**src/rtl/skew_feeder_pkg.sv**
```systemverilog
// -----------------------------------------------------------------------------
// skew_feeder_pkg
//   Shared definitions for the diagonal skew feeder and the array controller:
//   default geometry and the tile FSM state encoding.
// -----------------------------------------------------------------------------
package skew_feeder_pkg;

  localparam int DEFAULT_N      = 16;  // lanes = systolic array edge length
  localparam int DEFAULT_DATA_W = 8;   // bits per operand element

  // Encodings are fixed because the array controller decodes the same values.
  typedef enum logic [1:0] {
    ST_IDLE   = 2'd0,  // no tile open
    ST_STREAM = 2'd1,  // tile open, rows being accepted
    ST_DRAIN  = 2'd2   // last row accepted, flushing the wavefront
  } state_e;

endpackage

```
**src/rtl/skew_feeder_lane.sv**
```systemverilog
// -----------------------------------------------------------------------------
// skew_feeder_lane
//   One lane of the skew feeder: an enable-gated delay line of DEPTH stages
//   carrying an element and its valid bit. All stages shift together when
//   en_i is high and hold when it is low.
//
// Ports
//   clk          clock, rising edge
//   rst          synchronous active-high reset, clears every stage
//   en_i         advance the line this cycle
//   data_i       element entering stage 0 (zero for bubbles)
//   valid_i      valid bit entering stage 0
//   data_o       element leaving the last stage
//   valid_o      valid bit of the last stage
//   any_valid_o  some stage of the line holds a valid element
// -----------------------------------------------------------------------------
module skew_feeder_lane #(
  parameter int DEPTH  = 1,
  parameter int DATA_W = 8
) (
  input  logic              clk,
  input  logic              rst,
  input  logic              en_i,
  input  logic [DATA_W-1:0] data_i,
  input  logic              valid_i,
  output logic [DATA_W-1:0] data_o,
  output logic              valid_o,
  output logic              any_valid_o
);

  logic [DATA_W-1:0] data_q  [DEPTH];
  logic [DATA_W-1:0] data_d  [DEPTH];
  logic [DEPTH-1:0]  valid_q;
  logic [DEPTH-1:0]  valid_d;

  always_comb begin
    // NOTE: every output of a combinational block gets a default first, so no
    // path leaves it unassigned and no latch is inferred.
    data_d     = data_q;
    valid_d    = valid_q;
    data_d[0]  = data_i;
    valid_d[0] = valid_i;
    for (int k = 1; k < DEPTH; k++) begin
      data_d[k]  = data_q[k-1];
      valid_d[k] = valid_q[k-1];
    end
  end

  always_ff @(posedge clk) begin
    if (rst) begin
      // NOTE: the data stages are reset as well as the valid bits; the array
      // must see zero operands after reset, not stale ones.
      for (int k = 0; k < DEPTH; k++) begin
        data_q[k] <= '0;
      end
      valid_q <= '0;
    end else if (en_i) begin
      // NOTE: state registers use non-blocking assignment so every stage
      // samples its predecessor's pre-edge value.
      data_q  <= data_d;
      valid_q <= valid_d;
    end
  end

  assign data_o      = data_q[DEPTH-1];
  assign valid_o     = valid_q[DEPTH-1];
  assign any_valid_o = |valid_q;

endmodule

```
**src/rtl/skew_feeder.sv**
```systemverilog
// -----------------------------------------------------------------------------
// skew_feeder
//   Accepts one N-lane operand vector per cycle and emits it diagonally
//   skewed (lane i delayed i+1 cycles) to feed a systolic array edge.
//   Supports array back-pressure (stall), bubble insertion when no row is
//   accepted, tile framing with in_last, and an automatic drain at tile end.
//
// Ports
//   clk        clock, rising edge
//   rst        synchronous active-high reset, discards all in-flight data
//   in_valid   in_vec / in_last valid this cycle
//   in_ready   feeder accepts a row this cycle (combinational)
//   in_vec     row, lane i = in_vec[i*DATA_W +: DATA_W]
//   in_last    accepted row is the last row of the tile
//   stall      freezes every pipeline stage and the FSM
//   out_vec    skewed elements, same lane packing as in_vec
//   out_valid  per-lane element valid
//   out_last   lane N-1 is carrying the last row's element
//   tile_done  tile completion, coincident with out_last
//   busy       tile open or any element still in flight
// -----------------------------------------------------------------------------
module skew_feeder
  import skew_feeder_pkg::*;
#(
  parameter int N      = DEFAULT_N,
  parameter int DATA_W = DEFAULT_DATA_W
) (
  input  logic                clk,
  input  logic                rst,
  input  logic                in_valid,
  output logic                in_ready,
  input  logic [N*DATA_W-1:0] in_vec,
  input  logic                in_last,
  input  logic                stall,
  output logic [N*DATA_W-1:0] out_vec,
  output logic [N-1:0]        out_valid,
  output logic                out_last,
  output logic                tile_done,
  output logic                busy
);

  state_e         state_q, state_d;
  logic           advance;
  logic           accept;
  logic [N-1:0]   last_q, last_d;
  logic [N-1:0]   lane_busy;

  assign advance = !stall;
  assign accept  = in_valid & in_ready;

  // ---------------------------------------------------------------- FSM
  always_ff @(posedge clk) begin
    if (rst) begin
      state_q <= ST_IDLE;
    end else begin
      state_q <= state_d;
    end
  end

  always_comb begin
    state_d = state_q;
    unique case (state_q)
      ST_IDLE:   if (accept) state_d = in_last ? ST_DRAIN : ST_STREAM;
      ST_STREAM: if (accept && in_last) state_d = ST_DRAIN;
      // Leave only on an advancing cycle so a stalled out_last is one completion.
      ST_DRAIN:  if (advance && out_last) state_d = ST_IDLE;
      default:   state_d = ST_IDLE;
    endcase
  end

  always_comb begin
    in_ready = advance && (state_q != ST_DRAIN);
  end

  // --------------------------------------------------------- last-bit pipe
  // Travels alongside lane N-1 (depth N) so out_last marks its final element.
  always_comb begin
    last_d    = last_q;
    last_d[0] = accept & in_last;
    for (int k = 1; k < N; k++) begin
      last_d[k] = last_q[k-1];
    end
  end

  always_ff @(posedge clk) begin
    if (rst) begin
      last_q <= '0;
    end else if (advance) begin
      last_q <= last_d;
    end
  end

  assign out_last = last_q[N-1];
  // Held high through a stall; the FSM leaves DRAIN only on an advancing
  // cycle, so each tile produces exactly one rising edge.
  assign tile_done = out_last;

  // ------------------------------------------------------------- lanes
  for (genvar i = 0; i < N; i++) begin : g_lane
    logic [DATA_W-1:0] lane_in;

    // Bubbles carry zero data so the array MACs see neutral operands.
    assign lane_in = accept ? in_vec[i*DATA_W +: DATA_W] : '0;

    skew_feeder_lane #(
      .DEPTH  (i + 1),
      .DATA_W (DATA_W)
    ) u_lane (
      .clk         (clk),
      .rst         (rst),
      .en_i        (advance),
      .data_i      (lane_in),
      .valid_i     (accept),
      .data_o      (out_vec[i*DATA_W +: DATA_W]),
      .valid_o     (out_valid[i]),
      .any_valid_o (lane_busy[i])
    );
  end

  assign busy = (state_q != ST_IDLE) || (|lane_busy) || (|last_q);

endmodule

```
**config.mk**
```make
export PLATFORM = sky130hd
export DESIGN_NAME = skew_feeder
export DESIGN_NICKNAME = d
export VERILOG_FILES = /design/src/rtl/skew_feeder_pkg.sv /design/src/rtl/skew_feeder_lane.sv /design/src/rtl/skew_feeder.sv
export SDC_FILE = /design/constraint.sdc
export NUM_CORES = 2
export LEC_CHECK = 0
export ABC_AREA = 0
export CELL_PAD_IN_SITES_DETAIL_PLACEMENT = 1
export CELL_PAD_IN_SITES_GLOBAL_PLACEMENT = 1
export CORE_ASPECT_RATIO = 0.8
export CORE_MARGIN = 8
export CORE_UTILIZATION = 40
export DETAILED_ROUTE_END_ITERATION = 8
export PLACE_DENSITY = 0.8
export SLEW_MARGIN = 20
export SYNTH_ARGS = -nofsm -noshare
export SYNTH_HDL_FRONTEND = slang
export SYNTH_SLANG_ARGS = --single-unit
```
**constraint.sdc**
```tcl
create_clock -name clk -period 1.4 [get_ports clk]
set_clock_uncertainty 0.1 [all_clocks]
set_input_delay 0.14 -clock clk [delete_from_list [all_inputs] [get_ports clk]]
set_output_delay 0.14 -clock clk [all_outputs]
set_load 0.03 [all_outputs]
```
==> run summary <==
Vias -> 28,700
H-tree Lvls -> 3
CP max stage delay -> 0.38 ns
Fin nets -> 4,422
CTS Buf Count -> 112
Yosys warnings -> 0
Initial Util -> 40.1%
Layout cells sized above 1 -> 17.8%
Register area share after synthesis -> 55.0%
Critical path type -> register to output port
Skew-Pair Late Insertion Delay -> 0.70 ns
Fin crit share -> 167%
Relative max-transition margin -> 69.8%
Final setup viols -> 233
Number of synthesized flops with an enable pin -> 0
CTS Buffer Depth -> 3
Syn_area_per_cell -> 10.7 um^2
Total GRT Usage -> 18.0%
Top-area cell type share of the netlist area -> 55.0%
CP max-delay cell -> or3_4
Arrival time worst endpoint -> 2.10 ns
Root buffer cell -> clkbuf_16
Die area -> 0.113 mm^2
Global-route wire length before repair -> 168,000 um
DRC errors left -> 0
Core Util, Final -> 50.9%
DRT antenna net count -> 0
Vias in the first global route -> 30,900
Largest net degree at the start of global routing -> 98
Register bit total from synthesis -> 1,122
Post-route minimum period -> 2.34 ns
Critical path cell sequence -> nor4_4 -> nand4_1 -> or3_4 -> buf_6
Critical path required time -> 1.16 ns
Final Max Slew Viols -> 0
1st-iter DRT viols -> 1,291
Critical Path Source Type -> register
Static leakage -> 22.4 nW
Distinct cells, synth -> 22
Routed wire length -> 110,000 um
Post-detail-place hpwl -> 58,700 um
Synth Net Count -> 3,959
Area delta synth->final -> 27.1%
Most common library cells after synthesis -> 1,122 x dfxtp_1, 992 x nor2_1, 990 x mux2i_1
Async SR Flop Fraction -> 0%
Max-cap violations -> 0
Gpl congestion -> 0.752
Cell taking the most area after synthesis -> dfxtp_1
Placed Area -> 0.0451 mm^2
CP endpoint kind -> output port
RSZ-0062 raised after global routing -> yes
Fin area -> 0.0519 mm^2
Worst-path clk slew -> 0.07 ns
Core ar. -> 0.102 mm^2
Worst-path maximum fanout -> 2
HP Class -> input pin to register
Ports -> 281
Die Width -> 373 um
Peak VDD IR -> 0.924 mV
Fin. Hold Viols -> 0
Avg WL per Cell -> 19.2 um
Mapped Area -> 0.0409 mm^2
Final worst slack -> -0.938 ns
Vias per cell -> 5.02
Final-layout fill cell count -> 10,700
Initial antenna violation count -> 6
Max Freq -> 0.428 GHz
Pre-antenna DRT Iters -> 5
Cell with the most instances after synthesis -> dfxtp_1
Slew at the pin with the worst max-slew slack -> 0.453 ns
Total clock sinks -> 1,122
Die Ht -> 302 um
Pwr Density -> 1300 mW/mm^2
FP Rows -> 105
Mapped Cells -> 3,826
Status -> finished, violations left
CTS tree -> done
Failing checks -> setup timing
Synth area leaders -> dfxtp_1 55%, mux2i_1 24%, nor2_1 9.1%, buf_12 3.8%, nand4_1 2.0%
Top_reg_cell synth -> dfxtp_1
Grt ovf -> 0
IO buf count -> 280
-- cell type report --
class	count	area (um^2)	area share [%]
clock inverters	37	541	1.04
diodes	5	12.5	0.0241
inverters	2	10.0	0.0193
clock buffers	165	3200	6.17
flip-flops and latches	1122	22700	43.7
multi-input cells	2391	16000	30.8
well taps	1337	1670	3.22
repair buffers	660	7780	15.0
-- path summary, 6_finish.rpt --
check,start,end,slack [ns],cells past startpoint
min,in_vec[73],g_lane[9].u_lane.data_d[65],0.07,3
max reg2reg,state_q[0],g_lane[1].u_lane.data_d[1],-0.49,10
min reg2reg,g_lane[11].u_lane.data_d[80],g_lane[11].u_lane.data_d[80],0.37,2
max,g_lane[15].u_lane.valid_q[14],busy,-0.94,4
-- worst max-delay path, delay by kind of cell (launching register included) --
family                 cells  cell delay [ns]
buffers and inverters      1             0.15
AND/OR/NAND/NOR            3             0.87
flip-flops                 1             0.36
-- cells by family after synthesis --
family / after synthesis / synth area share (%)
simple gates: 1268 / 12.5
flops: 1122 / 55.0
mux: 990 / 24.2
buf+inv: 313 / 6.63
compound gates: 133 / 1.64
-- power breakdown --
part           switching [mW]  internal [mW]
combinational            2.32           2.08
clock                    12.9           17.7
sequential              0.174           32.1
total                    15.4           51.9
-- layout by cell type, fill, tap and decap left out, drive strengths merged --
cell type	instances
dlymetal6s4s	1
buf	393
diode	5
nand3	2
a21oi	131
nand2b	1
nand4	131
a21o	1
clkdlybuf4s50	129
dfxtp	1122
clkinvlp	1
and3b	1
or3	1
dlygate4sd3	129
nor4	8
a31oi	1
nand2	131
clkinv	23
nor2	992
and2	1
bufinv	10
mux2i	990
clkbuf	173
inv	5
-- sequential cells by signal, summed over array words and instances (netlist names) --
| name | flops |
|---|---|
| g_lane.u_lane.data_d | 960 |
| g_lane.u_lane.data_o | 128 |
| g_lane.u_lane.valid_q | 16 |
| last_q | 16 |
| state_q | 2 |
-- per-stage QoR --
stage / power, mW / cells / hold WS [ns] / setup slack, ns / setup TNS (ns)
after global routing: 69.7 / 5719 / 0.0413 / -1.00 / -67.48
after CTS: 67.7 / 5675 / 0.00174 / -0.919 / -113.64
after global placement: 36.6 / 5303 / 0.330 / -0.271 / -0.271
after detailed placement: 36.7 / 5303 / 0.340 / -0.277 / -0.591
final: 67.3 / 5719 / 0.0720 / -0.938 / -54.62
after floorplan: 35.7 / 3826 / 0.204 / 0.00380 / 0
-- repair_timing --
item,4_1_cts,5_1_grt
cloned,8,8
pin swaps,28,50
setup buffers,36,44
endpoints found under the setup margin,215,765
endpoints found under the hold margin,688,1
resized for setup,987,96
hold buffers,131,1
-- per-layer routing --
metal | part of all wire (%) | vias up | track usage, %
li1 | - | 13800 | -
met4 | 3.3 | 4 | 5.70
met1 | 42 | 14100 | 20.8
met5 | 0.025 | - | 0
met3 | 4.4 | 239 | 4.28
met2 | 51 | 533 | 32.8
(Power assumes the default switching activity.)
